## src/rtl/tblink_rpc_ep_pkg.sv

```systemverilog
// tblink_rpc_ep_pkg: shared header field positions and FSM encodings for the ring endpoint.
package tblink_rpc_ep_pkg;
    localparam int HDR_ADDR_MSB = 6;
    localparam int HDR_RSVD_BIT = 7;
    localparam logic [6:0] ADDR_RESERVED = 7'h0;
    typedef enum logic [2:0] {IN_IDLE, IN_FWD_CNT, IN_FWD_PAY, IN_TIP_CNT, IN_TIP_PAY} in_state_t;
    typedef enum logic [1:0] {ARB_IDLE, ARB_HDR, ARB_CNT, ARB_PAY} arb_state_t;
endpackage

```

## src/rtl/fw_rv_buffer.sv

```systemverilog
// fw_rv_buffer: single forward-registered valid/ready stage, full throughput when downstream is ready.
module fw_rv_buffer #(
    parameter int W = 8
) (
    input  logic         uclock,
    input  logic         reset_n,
    input  logic [W-1:0] in_dat,
    input  logic         in_valid,
    output logic         in_ready,
    output logic [W-1:0] out_dat,
    output logic         out_valid,
    input  logic         out_ready
);
    assign in_ready = !out_valid || out_ready;
    always_ff @(posedge uclock or negedge reset_n)
        if (!reset_n) begin
            out_valid <= 1'b0;
            out_dat   <= '0;
        end else if (in_ready) begin
            out_valid <= in_valid;
            out_dat   <= in_dat;
        end
endmodule

```

## src/rtl/tblink_rpc_ep_arb.sv

```systemverilog
// tblink_rpc_ep_arb: packet-locked round-robin arbiter over N byte streams with header/count/payload tracking.
module tblink_rpc_ep_arb
    import tblink_rpc_ep_pkg::*;
#(
    parameter int N = 3
) (
    input  logic           uclock,
    input  logic           reset_n,
    input  logic [8*N-1:0] req_dat,
    input  logic [N-1:0]   req_valid,
    output logic [N-1:0]   req_ready,
    output logic [7:0]     out_dat,
    output logic           out_valid,
    input  logic           out_ready,
    output logic           busy
);
    localparam int W = $clog2(N);
    arb_state_t state;
    logic [W-1:0] rr_ptr, grant, win, sel;
    logic [7:0] cnt;
    logic hs;
    always_comb begin
        win = rr_ptr;
        for (int i = N - 1; i >= 0; i--)
            if (req_valid[W'((int'(rr_ptr) + i) % N)]) win = W'((int'(rr_ptr) + i) % N);
    end
    // In IDLE the winner drives the ring directly so a header costs no extra cycle.
    assign sel       = (state == ARB_IDLE) ? win : grant;
    assign out_dat   = req_dat[8*sel +: 8];
    assign out_valid = req_valid[sel];
    assign req_ready = N'(out_ready) << sel;
    assign hs        = out_valid && out_ready;
    assign busy      = state != ARB_IDLE;
    always_ff @(posedge uclock or negedge reset_n)
        if (!reset_n) begin
            state  <= ARB_IDLE;
            rr_ptr <= '0;
            grant  <= '0;
            cnt    <= '0;
        end else begin
            case (state)
                ARB_IDLE: if (out_valid) begin
                    grant <= win;
                    state <= out_ready ? ARB_CNT : ARB_HDR;
                end
                ARB_HDR: if (hs) state <= ARB_CNT;
                ARB_CNT: if (hs) begin
                    cnt   <= out_dat;
                    state <= ARB_PAY;
                end
                ARB_PAY: if (hs) begin
                    cnt    <= (cnt == 8'd0) ? 8'd0 : cnt - 8'd1;
                    state  <= (cnt == 8'd0) ? ARB_IDLE : ARB_PAY;
                    rr_ptr <= (cnt != 8'd0) ? rr_ptr : (grant == W'(N - 1)) ? '0 : grant + 1'b1;
                end
                default: state <= ARB_IDLE;
            endcase
        end
endmodule

```

## src/rtl/tblink_rpc_ep_mc.sv

```systemverilog
// tblink_rpc_ep_mc: multi-channel ring endpoint; strips packets for local TIPs, forwards others, injects TIP traffic.
// Optional per-channel delivered-packet counters under TBLINK_RPC_EP_MC_STATS_EN.
module tblink_rpc_ep_mc
    import tblink_rpc_ep_pkg::*;
#(
    parameter int NUM_TIP   = 2,
    parameter int ADDR_BASE = 1
) (
    input  logic                 uclock,
    input  logic                 reset_n,
    input  logic                 hreq_i,
    output logic                 hreq_o,
    input  logic [7:0]           neti_dat,
    input  logic                 neti_valid,
    output logic                 neti_ready,
    output logic [7:0]           neto_dat,
    output logic                 neto_valid,
    input  logic                 neto_ready,
    output logic [8*NUM_TIP-1:0] tipo_dat,
    output logic [NUM_TIP-1:0]   tipo_valid,
    input  logic [NUM_TIP-1:0]   tipo_ready,
    input  logic [8*NUM_TIP-1:0] tipi_dat,
    input  logic [NUM_TIP-1:0]   tipi_valid,
    output logic [NUM_TIP-1:0]   tipi_ready
`ifdef TBLINK_RPC_EP_MC_STATS_EN
    ,output logic [16*NUM_TIP-1:0] stat_pkts
    ,input  logic                  stat_clr
`endif
);
    localparam int N = NUM_TIP + 1;
    if (NUM_TIP < 1 || NUM_TIP > 8 || ADDR_BASE <= int'(ADDR_RESERVED) || ADDR_BASE + NUM_TIP - 1 > 127
        || HDR_ADDR_MSB + 1 != HDR_RSVD_BIT) begin : g_bad_cfg
        $error("tblink_rpc_ep_mc: NUM_TIP must be 1..8 and ADDR_BASE..ADDR_BASE+NUM_TIP-1 within 1..127");
    end
    in_state_t state;
    logic [2:0] ch;
    logic [8:0] cnt;
    logic [6:0] dst, off;
    logic hit, is_tip, tsel_rdy, acc, arb_busy;
    logic pt_in_ready;
    logic [NUM_TIP-1:0] ti_valid, ti_ready;
    logic [N-1:0] av, ar;
    logic [8*N-1:0] ad;
    assign dst    = neti_dat[HDR_ADDR_MSB:0];
    assign off    = dst - 7'(ADDR_BASE);
    assign hit    = dst >= 7'(ADDR_BASE) && off < 7'(NUM_TIP);
    assign is_tip = state == IN_TIP_CNT || state == IN_TIP_PAY;
    always_comb begin
        tsel_rdy = 1'b0;
        for (int i = 0; i < NUM_TIP; i++) if (ch == 3'(i)) tsel_rdy = ti_ready[i];
    end
    // Local headers are gated by the pass-through buffer too, keeping neti_ready state-only.
    assign neti_ready = is_tip ? tsel_rdy : pt_in_ready;
    assign acc        = neti_valid && neti_ready;
    assign hreq_o     = hreq_i | (state != IN_IDLE) | arb_busy;
    always_ff @(posedge uclock or negedge reset_n)
        if (!reset_n) begin
            state <= IN_IDLE;
            ch    <= '0;
            cnt   <= '0;
        end else if (acc) begin
            case (state)
                IN_IDLE: begin
                    state <= hit ? IN_TIP_CNT : IN_FWD_CNT;
                    ch    <= off[2:0];
                end
                IN_FWD_CNT, IN_TIP_CNT: begin
                    cnt   <= {1'b0, neti_dat};
                    state <= (state == IN_FWD_CNT) ? IN_FWD_PAY : IN_TIP_PAY;
                end
                IN_FWD_PAY, IN_TIP_PAY: begin
                    cnt   <= (cnt == 9'd0) ? 9'd0 : cnt - 9'd1;
                    state <= (cnt == 9'd0) ? IN_IDLE : state;
                end
                default: state <= IN_IDLE;
            endcase
        end
    fw_rv_buffer #(.W(8)) u_pt (
        .uclock(uclock), .reset_n(reset_n),
        .in_dat(neti_dat), .in_valid(neti_valid && (state == IN_IDLE ? !hit : !is_tip)), .in_ready(pt_in_ready),
        .out_dat(ad[7:0]), .out_valid(av[0]), .out_ready(ar[0])
    );
    for (genvar k = 0; k < NUM_TIP; k++) begin : g_tip
        assign ti_valid[k] = neti_valid && is_tip && ch == 3'(k);
        fw_rv_buffer #(.W(8)) u_tipo (
            .uclock(uclock), .reset_n(reset_n),
            .in_dat(neti_dat), .in_valid(ti_valid[k]), .in_ready(ti_ready[k]),
            .out_dat(tipo_dat[8*k +: 8]), .out_valid(tipo_valid[k]), .out_ready(tipo_ready[k])
        );
        fw_rv_buffer #(.W(8)) u_tipi (
            .uclock(uclock), .reset_n(reset_n),
            .in_dat(tipi_dat[8*k +: 8]), .in_valid(tipi_valid[k]), .in_ready(tipi_ready[k]),
            .out_dat(ad[8*k+8 +: 8]), .out_valid(av[k+1]), .out_ready(ar[k+1])
        );
`ifdef TBLINK_RPC_EP_MC_STATS_EN
        // Tracks count/payload framing on tipo[k] to spot the last payload byte.
        logic ph, ths;
        logic [7:0] pc;
        logic [15:0] pkts;
        assign ths = tipo_valid[k] && tipo_ready[k];
        assign stat_pkts[16*k +: 16] = pkts;
        always_ff @(posedge uclock or negedge reset_n)
            if (!reset_n) begin
                ph   <= 1'b0;
                pc   <= '0;
                pkts <= '0;
            end else begin
                if (ths) begin
                    ph <= ph ? pc != 8'd0 : 1'b1;
                    pc <= ph ? pc - 8'd1 : tipo_dat[8*k +: 8];
                end
                pkts <= stat_clr ? 16'd0 : (ths && ph && pc == 8'd0 && pkts != 16'hFFFF) ? pkts + 16'd1 : pkts;
            end
`endif
    end
    tblink_rpc_ep_arb #(.N(N)) u_arb (
        .uclock(uclock), .reset_n(reset_n),
        .req_dat(ad), .req_valid(av), .req_ready(ar),
        .out_dat(neto_dat), .out_valid(neto_valid), .out_ready(neto_ready),
        .busy(arb_busy)
    );
endmodule
```

## config.mk

```make
export PLATFORM = sky130hd
export DESIGN_NAME = tblink_rpc_ep_mc
export DESIGN_NICKNAME = d
export VERILOG_FILES = /design/src/rtl/tblink_rpc_ep_pkg.sv /design/src/rtl/fw_rv_buffer.sv /design/src/rtl/tblink_rpc_ep_arb.sv /design/src/rtl/tblink_rpc_ep_mc.sv
export SDC_FILE = /design/constraint.sdc
export NUM_CORES = 1
export LEC_CHECK = 0
export CAP_MARGIN = 5
export CORE_MARGIN = 4
export CORE_UTILIZATION = 55
export CTS_BUF_LIST = sky130_fd_sc_hd__clkbuf_16
export DETAILED_ROUTE_END_ITERATION = 8
export HOLD_SLACK_MARGIN = 0.15
export PLACE_DENSITY = 0.92
export SYNTH_ARGS = -nofsm -noshare
export SYNTH_HDL_FRONTEND = slang
export SYNTH_SLANG_ARGS = --single-unit
```

## constraint.sdc

```tcl
create_clock -name uclock -period 7.75 [get_ports uclock]
set_input_delay 1.55 -clock uclock [delete_from_list [all_inputs] [get_ports uclock]]
set_output_delay 1.55 -clock uclock [all_outputs]
set_load 0.05 [all_outputs]
```

==> impl_metrics.yaml <==
outcome:
  status: "complete, no violations"
yosys:
  synth_edf_count: 0
  yosys.cell_types.count: 64
  yosys_warnings: 0
  synthArstFlopShare_pct: 100
  postSynthCellCount: 421
  avgSynthCellArea_um2: 9.72
  synthTopCellsByArea: "dfrtp_1, mux2_2, nand2_1, o21ai_0, mux2i_1"
  syn_nets: 460
  ys_seq_elements: 74
  ys_seq_area_share_pct: 45.2
  synth_top_cell_by_area: "dfrtp_1"
  synth_top_area_share_pct: 45.2
  synthFlopType: "dfrtp_1"
  netlist_area_mm2: 0.00409
detailed_routing:
  ant_nets: 0
  vias: 3435
  first_pass_iters: 5
  drc: 0
  vias_per_cell: 5.94
  drt_iter0_markers: 323
  wire_per_inst_um: 16.9
  wl_um: 9740
timing:
  skew_ps: 4.21
  finalSetupViolCount: 0
  setup-tns-final_ps: 0
  finalMaxSlewViolations: 0
  fin_ws_ps: 2050
  worst_slew_pin_slew_ps: 969
  final-hold-violation-count: 0
  max_freq_ghz: 0.175
  slew-limit-headroom_pct: 35.2
  grt_setup_unrepaired: "no"
  period_needed_ps: 5700
  fin_crit_sh_pct: 73.6
clock_tree:
  cts_buffer_depth: 2
  cts_buffers: 9
  clkSinkCount: 74
  cts_resized: 0
  root_buffer: "clkbuf_16"
  clkTransAtPathRegs_ps: 60
  clk_latency_ps: 330
  cts_tree: "yes"
  cts_max_level: 3
  ctsHoldBuffers: 0
  cts_setup_buffers: 0
place:
  place_congestion: 0.890
  io_buffers: 63
  place_ws_ps: 2310
  hpwlAfterDp_um: 6960
finish:
  final_common_cell: "dfrtp_1"
  area_growth_pct: 22.4
  diodes: 0
  nFillCells: 549
  mostFrequentLayoutCells: "dfrtp_1, clkdlybuf4s50_1, nand2_1, o21ai_0, nor2_1"
  drive_gt1_share_pct: 11.7
  nNetsFinal: 513
grt:
  grt_max_degree: 75
  antenna_found_initial: 0
  grt_pass1_wl_um: 16100
  track_usage_pct: 23.2
  grt_pass1_vias: 3406
  grt-ovfl-total: 0
critical_path:
  cp.arrival_ps: 4150
  crit_fanout: 15
  critPathKind: "reg2out"
  end_kind: "primary output"
  cp-start-kind: "flip-flop"
  regToRegStartpoint: "u_arb.rr_ptr[0]"
  cp.required_ps: 6200
  cp-startpoint: "u_arb.rr_ptr[0]"
  r2r_slack_ps: 4220
  crit_end: "tipi_ready[0]"
  r2r_end: "cnt[0]"
  worst_r2r_path_depth: 10
flow_run:
  max_cap_viol_count: 0
floorplan:
  die_area_mm2: 0.00888
  start_util_pct: 56.4
  rows: 31
  core-area_mm2: 0.00725
  io_pins: 64
  die_height_um: 94.3
  die_w_um: 94.3
hold_path:
  min_path_type: "reg2reg"
  min_from: "g_tip[0].u_tipo.out_dat[6]"
power:
  peakVddDrop_v: 0.000209
  leakagePower_nw: 2.07
  pwr_density_cell_mw_per_mm2: 369
==> worst min-delay path by stage <==
stage | endpoint | slack, ps | depth (start not counted)
2_1_floorplan | ch[1] | 450 | 2
3_3_place_gp | g_tip[0].u_tipo.out_dat[6] | 450 | 2
3_5_place_dp | g_tip[0].u_tipo.out_dat[6] | 460 | 2
4_1_cts | g_tip[0].u_tipo.out_dat[6] | 470 | 2
5_1_grt | g_tip[0].u_tipo.out_dat[6] | 500 | 2
6_report | g_tip[0].u_tipo.out_dat[6] | 460 | 2
==> worst max-delay path, stage by stage (launching register included) <==
cell and delay, ps:
dfrtp_1 410, inv_1 80, ha_1 430, inv_2 60
mux2_2 260, a222oi_1 380, o31a_1 730, and2_4 350
nand2_2 80, nand2_4 170, clkdlybuf4s50_1 830
==> layout make-up <==
cell class	instances	area [um^2]	area share, %
Tap cell	99	124	2.47
Clock inverter	7	70.1	1.40
Sequential cell	74	1850	37.0
Multi-Input combinational cell	307	2030	40.6
Clock buffer	9	225	4.50
Inverter	17	63.8	1.27
Timing Repair Buffer	65	641	12.8
==> synth_stat cells (7+ instances only) <==
| library cell | n |
|---|---|
| nor2b_1 | 10 |
| o21ai_1 | 10 |
| nor2_1 | 26 |
| mux2i_1 | 16 |
| clkbuf_1 | 7 |
| nand2_1 | 60 |
| inv_1 | 16 |
| mux2_1 | 12 |
| dfrtp_1 | 74 |
| o21ai_0 | 35 |
| mux2_2 | 20 |
| a21oi_1 | 23 |
==> power by group <==
| part | switching (mW) | internal (mW) | total [mW] |
|---|---|---|---|
| clock | 0.161 | 0.248 | 0.409 |
| sequential | 0.118 | 0.505 | 0.624 |
| combinational | 0.493 | 0.324 | 0.817 |
| total | 0.773 | 1.08 | 1.85 |
==> through the flow <==
stage | util, % | cell area [um^2] | hold WS [ps] | total power, mW | cells
6_report | 69.1 | 5010 | 464 | 1.85 | 578
5_1_grt | 69.1 | 5010 | 497 | 1.96 | 578
4_1_cts | 69.1 | 5010 | 468 | 1.85 | 578
3_5_place_dp | 65.0 | 4710 | 459 | 1.44 | 562
3_3_place_gp | 65.0 | 4710 | 450 | 1.40 | 562
2_1_floorplan | - | 4090 | 451 | 1.23 | 421
==> logic make-up after synthesis <==
| kind of cell | Yosys count | synth area share, % |
|---|---|---|
| AND/OR/NAND/NOR | 134 | 15.7 |
| AO/OA/AOI/OAI | 114 | 18.1 |
| flip-flops | 74 | 45.2 |
| multiplexers | 50 | 13.5 |
| buffers and inverters | 40 | 5.07 |
| adder cells (fa/ha/maj) | 6 | 1.83 |
| XOR/XNOR | 3 | 0.642 |
==> state kept, by name, indices dropped and copies added (netlist names) <==
| register | count |
|---|---|
| g_tip.u_tipi.out_dat | 16 |
| g_tip.u_tipo.out_dat | 16 |
| cnt | 9 |
| u_arb.cnt | 8 |
| u_pt.out_dat | 8 |
| ch | 3 |
| state | 3 |
| g_tip.u_tipi.out_valid | 2 |
| g_tip.u_tipo.out_valid | 2 |
| u_arb.grant | 2 |
| u_arb.rr_ptr | 2 |
| u_arb.state | 2 |
| u_pt.out_valid | 1 |
==> metal layers <==
metal	GRT usage, %	wire (um)
met5	0	0
met4	10.6	216
met3	3.29	511
met2	39.5	5000
met1	29.0	4020
Power figures use the tool's default switching activity.
